===== src/rtl/aes_dec_stream_ctrl.sv =====
// Streaming controller around a pipelined AES-128 decryption core: key sequencing,
// pipeline validity tracking and a credit-protected show-ahead output FIFO.
module aes_dec_stream_ctrl #(
  parameter int unsigned BLOCK_LENGTH = 128,
  parameter int unsigned PIPE_LAT     = 11,
  parameter int unsigned KEY_LAT      = 11,
  parameter int unsigned FIFO_DEPTH   = 16
) (
  input  logic                    clk,
  input  logic                    rst,
  input  logic [BLOCK_LENGTH-1:0] key_in,
  input  logic                    key_load,
  output logic                    key_ready,
  input  logic                    s_valid,
  output logic                    s_ready,
  input  logic [BLOCK_LENGTH-1:0] s_data,
  output logic [BLOCK_LENGTH-1:0] core_key,
  output logic                    core_fsm_en,
  output logic                    core_enable,
  output logic [BLOCK_LENGTH-1:0] core_in,
  input  logic [BLOCK_LENGTH-1:0] core_out,
  output logic                    m_valid,
  input  logic                    m_ready,
  output logic [BLOCK_LENGTH-1:0] m_data,
  output logic                    busy
);

  localparam int unsigned PtrW = $clog2(FIFO_DEPTH);
  localparam int unsigned CntW = PtrW + 1;
  localparam int unsigned KcW  = $clog2(KEY_LAT + 1);

  localparam logic [CntW:0]  CreditMax = FIFO_DEPTH[CntW:0];
  localparam logic [CntW-1:0] FifoFull = FIFO_DEPTH[CntW-1:0];
  localparam logic [KcW-1:0]  KcLast   = KcW'(KEY_LAT - 1);

  localparam logic [1:0] StIdle   = 2'd0;
  localparam logic [1:0] StKeyExp = 2'd1;
  localparam logic [1:0] StRun    = 2'd2;
  localparam logic [1:0] StDrain  = 2'd3;

  logic [1:0]              state_q, state_d;
  logic [KcW-1:0]          kcnt_q, kcnt_d;
  logic [BLOCK_LENGTH-1:0] core_key_q, core_key_d;
  logic [BLOCK_LENGTH-1:0] pend_key_q, pend_key_d;
  logic                    pend_q, pend_d;
  logic [PIPE_LAT-1:0]     vld_sr_q, vld_sr_d;
  logic [CntW-1:0]         in_flight_q, in_flight_d;
  logic [CntW-1:0]         fifo_cnt_q, fifo_cnt_d;
  logic [PtrW-1:0]         wr_ptr_q, rd_ptr_q;
  logic [BLOCK_LENGTH-1:0] mem_q [FIFO_DEPTH];
  logic [CntW:0]           credit_used;
  logic                    push, pop;

  // Credit covers both blocks still in the core and blocks already buffered.
  assign credit_used = {1'b0, in_flight_q} + {1'b0, fifo_cnt_q};
  assign key_ready   = (state_q == StRun);
  assign s_ready     = key_ready && (credit_used < CreditMax);
  assign core_enable = s_valid && s_ready;
  assign core_in     = s_data;
  assign core_key    = core_key_q;
  assign core_fsm_en = (state_q == StKeyExp) && (kcnt_q == '0);

  assign push    = vld_sr_q[PIPE_LAT-1];
  assign m_valid = (fifo_cnt_q != '0);
  assign pop     = m_valid && m_ready;
  assign m_data  = mem_q[rd_ptr_q];
  assign busy    = (in_flight_q != '0) || (fifo_cnt_q != '0);

  always_comb begin
    state_d    = state_q;
    kcnt_d     = kcnt_q;
    core_key_d = core_key_q;
    pend_key_d = pend_key_q;
    pend_d     = pend_q;
    unique case (state_q)
      StIdle: begin
        if (key_load) begin
          state_d    = StKeyExp;
          kcnt_d     = '0;
          core_key_d = key_in;
          pend_d     = 1'b0;
        end
      end
      StKeyExp: begin
        // A running expansion is never restarted; a new key waits for it to finish.
        if (key_load) begin
          pend_d     = 1'b1;
          pend_key_d = key_in;
        end
        if (kcnt_q == KcLast) begin
          state_d = (pend_q || key_load) ? StDrain : StRun;
        end else begin
          kcnt_d = kcnt_q + KcW'(1);
        end
      end
      StRun: begin
        if (key_load) begin
          state_d    = StDrain;
          pend_d     = 1'b1;
          pend_key_d = key_in;
        end
      end
      StDrain: begin
        if (key_load) begin
          pend_key_d = key_in;
        end
        if (in_flight_q == '0) begin
          state_d    = StKeyExp;
          kcnt_d     = '0;
          core_key_d = key_load ? key_in : pend_key_q;
          pend_d     = 1'b0;
        end
      end
      default: state_d = StIdle;
    endcase
  end

  always_comb begin
    vld_sr_d    = {vld_sr_q[PIPE_LAT-2:0], core_enable};
    in_flight_d = in_flight_q + CntW'(core_enable) - CntW'(push);
    fifo_cnt_d  = fifo_cnt_q + CntW'(push) - CntW'(pop);
  end

  always_ff @(posedge clk or negedge rst) begin
    if (!rst) begin
      state_q     <= StIdle;
      kcnt_q      <= '0;
      core_key_q  <= '0;
      pend_key_q  <= '0;
      pend_q      <= 1'b0;
      vld_sr_q    <= '0;
      in_flight_q <= '0;
      fifo_cnt_q  <= '0;
      wr_ptr_q    <= '0;
      rd_ptr_q    <= '0;
    end else begin
      state_q     <= state_d;
      kcnt_q      <= kcnt_d;
      core_key_q  <= core_key_d;
      pend_key_q  <= pend_key_d;
      pend_q      <= pend_d;
      vld_sr_q    <= vld_sr_d;
      in_flight_q <= in_flight_d;
      fifo_cnt_q  <= fifo_cnt_d;
      if (push) begin
        wr_ptr_q <= wr_ptr_q + PtrW'(1);
      end
      if (pop) begin
        rd_ptr_q <= rd_ptr_q + PtrW'(1);
      end
    end
  end

  always_ff @(posedge clk or negedge rst) begin
    if (!rst) begin
      for (int i = 0; i < int'(FIFO_DEPTH); i++) begin
        mem_q[i] <= '0;
      end
    end else if (push) begin
      mem_q[wr_ptr_q] <= core_out;
    end
  end

  // Credit gating makes a write into a full FIFO impossible.
  fifo_no_overflow: assert property (@(posedge clk) disable iff (!rst)
    !(push && (fifo_cnt_q == FifoFull)));

endmodule


===== config.mk =====
export PLATFORM = sky130hd
export DESIGN_NAME = aes_dec_stream_ctrl
export DESIGN_NICKNAME = d
export VERILOG_FILES = /design/src/rtl/aes_dec_stream_ctrl.sv
export SDC_FILE = /design/constraint.sdc
export NUM_CORES = 2
export LEC_CHECK = 0
export CORE_ASPECT_RATIO = 0.6
export CORE_MARGIN = 4
export CORE_UTILIZATION = 38
export DETAILED_ROUTE_END_ITERATION = 8
export GPL_TIMING_DRIVEN = 1
export PLACE_DENSITY = 0.64
export SLEW_MARGIN = 20
export SYNTH_ARGS = -nofsm -noshare
export SYNTH_HDL_FRONTEND = slang
export SYNTH_SLANG_ARGS = --single-unit

===== constraint.sdc =====
create_clock -name clk -period 4.35 [get_ports clk]
set_clock_uncertainty 0.1 [all_clocks]
set_input_delay 0.87 -clock clk [delete_from_list [all_inputs] [get_ports clk]]
set_output_delay 0.87 -clock clk [all_outputs]
set_load 0.01 [all_outputs]

# After elaboration in Yosys (flattened, before gate mapping)

Index checks and enable logic that the tools add are counted.

Equality and inequality tests: 10
Reduce and logical (&&, ||, !) cells: 20
Order comparisons: 4
Multiplexer cells: 24
Bitwise operators: 2
Add/sub/neg operators: 8

Operator list:

| cell                | count |
|---|---|
| $bwmux 2048         | 1 |
| $mux 128            | 6 |
| $bmux 128 s4        | 1 |
| $demux 128 s4       | 1 |
| $pmux 128 s2        | 1 |
| $add 4x1->4 const B | 3 |
| $mux 4              | 3 |
| $pmux 4 s3          | 1 |
| $add 5x1->5         | 2 |
| $ge 5x5->1 const B  | 2 |
| $not 4->5           | 2 |
| $reduce_bool 5->1   | 2 |
| $sub 5x1->5         | 2 |
| $mux 2              | 4 |
| $ne 2x2->1 const B  | 4 |
| $pmux 2 s4          | 1 |
| $reduce_and 4->1    | 2 |
| $add 5x5->6         | 1 |
| $lt 6x5->1 const B  | 1 |
| $reduce_and 3->1    | 2 |
| $logic_and 1x1->1   | 5 |
| $logic_not 5->1     | 1 |
| $lt 5x1->1 const B  | 1 |
| $eq 2x2->1 const B  | 2 |
| other kinds (12)    | 17 |

Register bits: 2340
Logic and storage cells: 94
Input port bits: 389
Output and inout bits: 390

# Logic depth before layout (Yosys ltp)

Word-level depth: 6
Mapped depth: 14

# Worst setup path before layout

No wires, ideal clock.

Path kind: register -> register
From: register fifo_cnt_q[3]
To: register fifo_cnt_q[4]
Required time: 4.170 ns
Library setup time: 0.080 ns
Path buffers: 1
Cell stages (with the launch flop): 15
Setup slack: 1.460 ns
Data arrival time: 2.710 ns
Cells stage by stage: dfrtp_1 -> inv_1 -> ha_1 -> or4b_1 -> and2_1 -> clkbuf_1 -> ha_1 -> inv_1 -> ha_1 -> inv_1 -> fa_1 -> inv_1 -> a21oi_1 -> o21bai_1 -> xnor2_1

Cells in the longest elaborated chain, start to end: 3

RTL lines:

| element                  | RTL line | RTL |
|---|---|---|
| start: declaration       | 48       | `logic [CntW-1:0] fifo_cnt_q, fifo_cnt_d;` |
| start signal: assignment | 144      | `fifo_cnt_q <= fifo_cnt_d;` |
| $reduce_bool 5->1        | 64       | `assign m_valid = (fifo_cnt_q != '0);` |
| net m_valid              | 22       | `output logic m_valid,` |
| $logic_and 1x1->1        | 65       | `assign pop = m_valid && m_ready;` |
| net pop                  | 52       | `logic push, pop;` |
| $sub 5x1->5              | 121      | `fifo_cnt_d = fifo_cnt_q + CntW'(push) - CntW'(pop);` |
| net fifo_cnt_d[4]        | 48       |  |

The timed path passes the listed nets, and every way through them passes these cells.
A chain may end at the register's enable or synchronous reset.

# Worst setup path in the final report

From: register rd_ptr_q[0]
To: output port m_data[127]

Cells in the longest elaborated chain, start to end: 4

RTL lines:

| element                                      | RTL line | RTL |
|---|---|---|
| start: declaration                           | 49       | `logic [PtrW-1:0] wr_ptr_q, rd_ptr_q;` |
| start signal: assignment                     | 149      | `rd_ptr_q <= rd_ptr_q + PtrW'(1);` |
| $not 4->5 (implied by the code)              | 66       | `assign m_data = mem_q[rd_ptr_q];` |
| $bmux 128 s4                                 | 66       |  |
| $mux 128 (implied by the code) (2 in series) | 66       |  |
| end: declaration                             | 24       | `output logic [BLOCK_LENGTH-1:0] m_data,` |

Every way passes these cells. The select of a mux whose other input is x is not followed.

==> flow_metrics.py <==
metrics = {
    "route": {
        "detail-route-antenna-nets": 0,
        "drt_first_pass_iters": 7,
        "route.detailed.vias_per_inst": 5.50,
        "detail_route.drc_violations": 0,
        "dr_total_vias": 61000,
        "wl_per_cell_um": 26.7,
        "totalWireLength_um": 296000,
        "drt-initial-drc-count": 4436,
    },
    "placement": {
        "port_buffers": 522,
        "placement.cell_area_mm2": 0.114,
        "gp_routability_congestion": 0.770,
        "pre_cts_slack_ns": 0.577,
        "dp_hpwl_um": 176000,
    },
    "sta": {
        "worst_hold_slack_ns": 0.223,
        "finalCritPeriodShare": 0.989,
        "layout_min_cycle_time_ns": 4.30,
        "timing.fmax_ghz": 0.232,
        "setup_viol_count_final": 0,
        "timing.final.max_slew_violations": 0,
        "grt_setup_unrepaired": "yes",
        "timing_hold_violations_final": 0,
        "slew-limit-headroom": 0.248,
        "tightestPinTransition_ns": 1.13,
        "setup_ws_ns": 0.0459,
    },
    "setup_path": {
        "r2r_start": "vld_sr_q[10]",
        "timing.critical_path.arrival_ns": 3.33,
        "cp_data_required_time_ns": 3.38,
        "r2r_setup_slack_ns": 1.26,
        "crit_fanout": 11,
        "crit_path_start_kind": "register",
        "r2r_end": "mem_q[1876]",
        "reg2regPathDepth": 4,
        "critPathKind": "register to output port",
        "crit_path_end_kind": "output port",
        "cp-startpoint": "rd_ptr_q[0]",
    },
    "yosys": {
        "synth_enable_flop_cells": 0,
        "syn_area_mm2": 0.105,
        "postSynthRegisterBits": 2340,
        "avgSynthCellArea_um2": 15.3,
        "synthesis.instances": 6839,
        "synth.net_count": 7258,
        "synth_seq_area_share": 0.559,
        "synthesis.yosys.warnings": 0,
        "synth_async_sr_flop_share": 1.00,
        "yosys_most_used_dff": "dfrtp_1",
        "synth_cell_type_count": 47,
    },
    "floorplanning": {
        "initial_utilization": 0.382,
        "fp-row-count": 149,
        "die_height_um": 415,
        "x_dimension_of_the_die_um": 686,
        "floorplan.io_pins": 779,
        "core_region_area_mm2": 0.275,
        "area_of_the_die_mm2": 0.285,
    },
    "global_route": {
        "first_global_vias": 65000,
        "gr-total-overflow": 0,
        "overall_track_demand_over_capacity_in_global_routing": 0.205,
        "grt_max_degree": 175,
        "antenna_found_initial": 32,
        "grt_pass1_wl_um": 445000,
    },
    "pwr": {
        "irDropWorstVdd_v": 0.000414,
        "power_density_mw_per_mm2": 515,
        "cellLeakagePower_nw": 54.4,
        "finalPower_w": 0.0636,
    },
    "cts": {
        "tritoncts": "done",
        "root_buffer": "clkbuf_16",
        "cts-root-to-sink-buffers": 4,
        "numClockSinks": 2340,
        "clkTransAtPathRegs_ns": 0.07,
        "tritoncts.num_buffers": 226,
        "cts_htree_levels": 4,
        "worstSkewPairLatency_ns": 0.89,
    },
    "layout": {
        "filler_cell_count": 23900,
        "postLayoutCellArea_mm2": 0.124,
        "fin_nets": 7616,
        "fraction_of_layout_cells_with_a_size_suffix_above_1": 0.469,
        "area_delta_synth_final_pct": 17.8,
        "layout.core_utilization": 0.450,
    },
    "flow_run": {
        "maxCapViolCount": 0,
    },
    "worst_hold_path": {
        "holdPathEnd": "vld_sr_q[2]",
        "worst_hold_startpoint": "vld_sr_q[1]",
        "min_path_cells": 0,
        "hold_class": "register to register",
    },
    "outcome": {
        "status": "finished, final reports clean",
    },
}
==> per-layer routing <==
layer,GRT usage,share of wire
met5,0.00569,0.00093
met4,0.0470,0.021
met3,0.0368,0.050
met2,0.312,0.45
met1,0.304,0.47
==> sequential cells by signal, summed over array words and instances (netlist names) <==
signal       cells
mem_q         2048
wr_ptr_q         4
fifo_cnt_q       5
state_q          2
rd_ptr_q         4
pend_key_q     128
vld_sr_q        11
kcnt_q           4
in_flight_q      5
pend_q           1
core_key       128
==> final cells by class <==
cell class / count / area [um^2] / area share
clock inverter: 83 / 1010 / 0.00818
tap: 3699 / 4630 / 0.0375
multi-input combinational: 3750 / 42900 / 0.347
inverter: 22 / 82.6 / 0.000669
clock buffer: 319 / 6600 / 0.0534
timing repair buffer: 857 / 9700 / 0.0785
sequential: 2340 / 58600 / 0.474
antenna: 14 / 35.0 / 0.000284
==> worst max-delay path by stage <==
stage / endpoint / slack (ns) / cells after the start
detailed placement: m_data[38] / 0.58 / 7
CTS: m_data[122] / -0.20 / 8
finish: m_data[127] / 0.05 / 8
global route: m_data[81] / -0.09 / 10
floorplan: fifo_cnt_q[4] / 1.46 / 14
global placement: m_data[43] / 0.58 / 7
==> synthesized netlist by cell type (9+ instances only) <==
master / instances / area [um^2]
dfrtp_1: 2340 / 58600
mux2_2: 2229 / 25100
mux4_2: 414 / 9320
buf_2: 317 / 1590
mux2i_1: 276 / 2760
clkbuf_1: 216 / 811
a22oi_1: 158 / 1190
buf_4: 153 / 1150
a21oi_1: 136 / 681
nor2_1: 136 / 510
nand2_1: 116 / 435
a221oi_1: 49 / 429
a22o_1: 43 / 377
a21o_1: 29 / 218
ha_1: 28 / 350
buf_1: 27 / 101
o22ai_1: 26 / 163
nor2b_1: 25 / 156
inv_1: 22 / 82.6
a221o_1: 17 / 170
buf_6: 13 / 146
o21ai_0: 9 / 45.0
==> cell usage in the layout (no fill, tap or decap), types with 9 or more instances in the layout <==
master / instances
dlygate4sd2_1: 63
a22o_1: 43
a221oi_2: 14
o22ai_1: 26
nor2b_1: 19
clkdlybuf4s50_1: 401
nand2_1: 99
ha_1: 27
dfrtp_1: 2336
clkbuf_16: 233
dlymetal6s2s_1: 39
buf_16: 31
mux4_2: 414
a22oi_2: 32
inv_1: 22
buf_4: 189
buf_12: 83
a221o_1: 12
nor2_1: 133
clkbuf_1: 35
a21o_1: 28
a21oi_1: 135
a221oi_1: 35
nand2_4: 9
buf_6: 18
clkbuf_8: 57
diode_2: 14
bufinv_16: 19
clkinv_2: 46
mux2_2: 2229
a22oi_1: 126
mux2i_1: 276
==> kinds of logic after synthesis <==
kind of cell	after synthesis	synth area share
mux	2919	0.355
flops	2340	0.559
buf+inv	749	0.0370
compound gates	481	0.0324
simple gates	306	0.0124
fa+ha+maj	30	0.00372
xor+xnor	14	0.00117
==> through the flow <==
stage | cells | TNS [ns]
global route | 11100 | -0.610
floorplan | 6839 | 0
global placement | 10600 | 0
finish | 11100 | 0
CTS | 11000 | -3.80
detailed placement | 10600 | 0
==> worst max-delay path: stages, from the launching register on <==
cell and delay (ns):
dfrtp_4 0.49, buf_12 0.16, clkbuf_16 0.19, buf_6 0.18, mux2i_1 0.13, a22o_1 0.23, a221oi_1 0.21, a221o_1 0.28
clkdlybuf4s50_1 0.56
==> where the power goes <==
group          total (W)  internal [W]  switching [W]  leakage (nW)
registers         0.0232        0.0227       0.000520          28.8
clock network     0.0204        0.0117        0.00874          3.77
logic             0.0200       0.00949         0.0105          21.8
total             0.0636        0.0438         0.0198          54.4
==> timing repair <==
item / in CTS / in global routing
endpoints found under the hold margin: 16 / 0
resized for setup: 179 / 109
hold buffers: 1 / 0
buffers inserted: 18 / 55
pin swaps: 11 / 12
setup endpoints to repair: 129 / 63
cloned: 13 / 8
(Power assumes the default switching activity.)
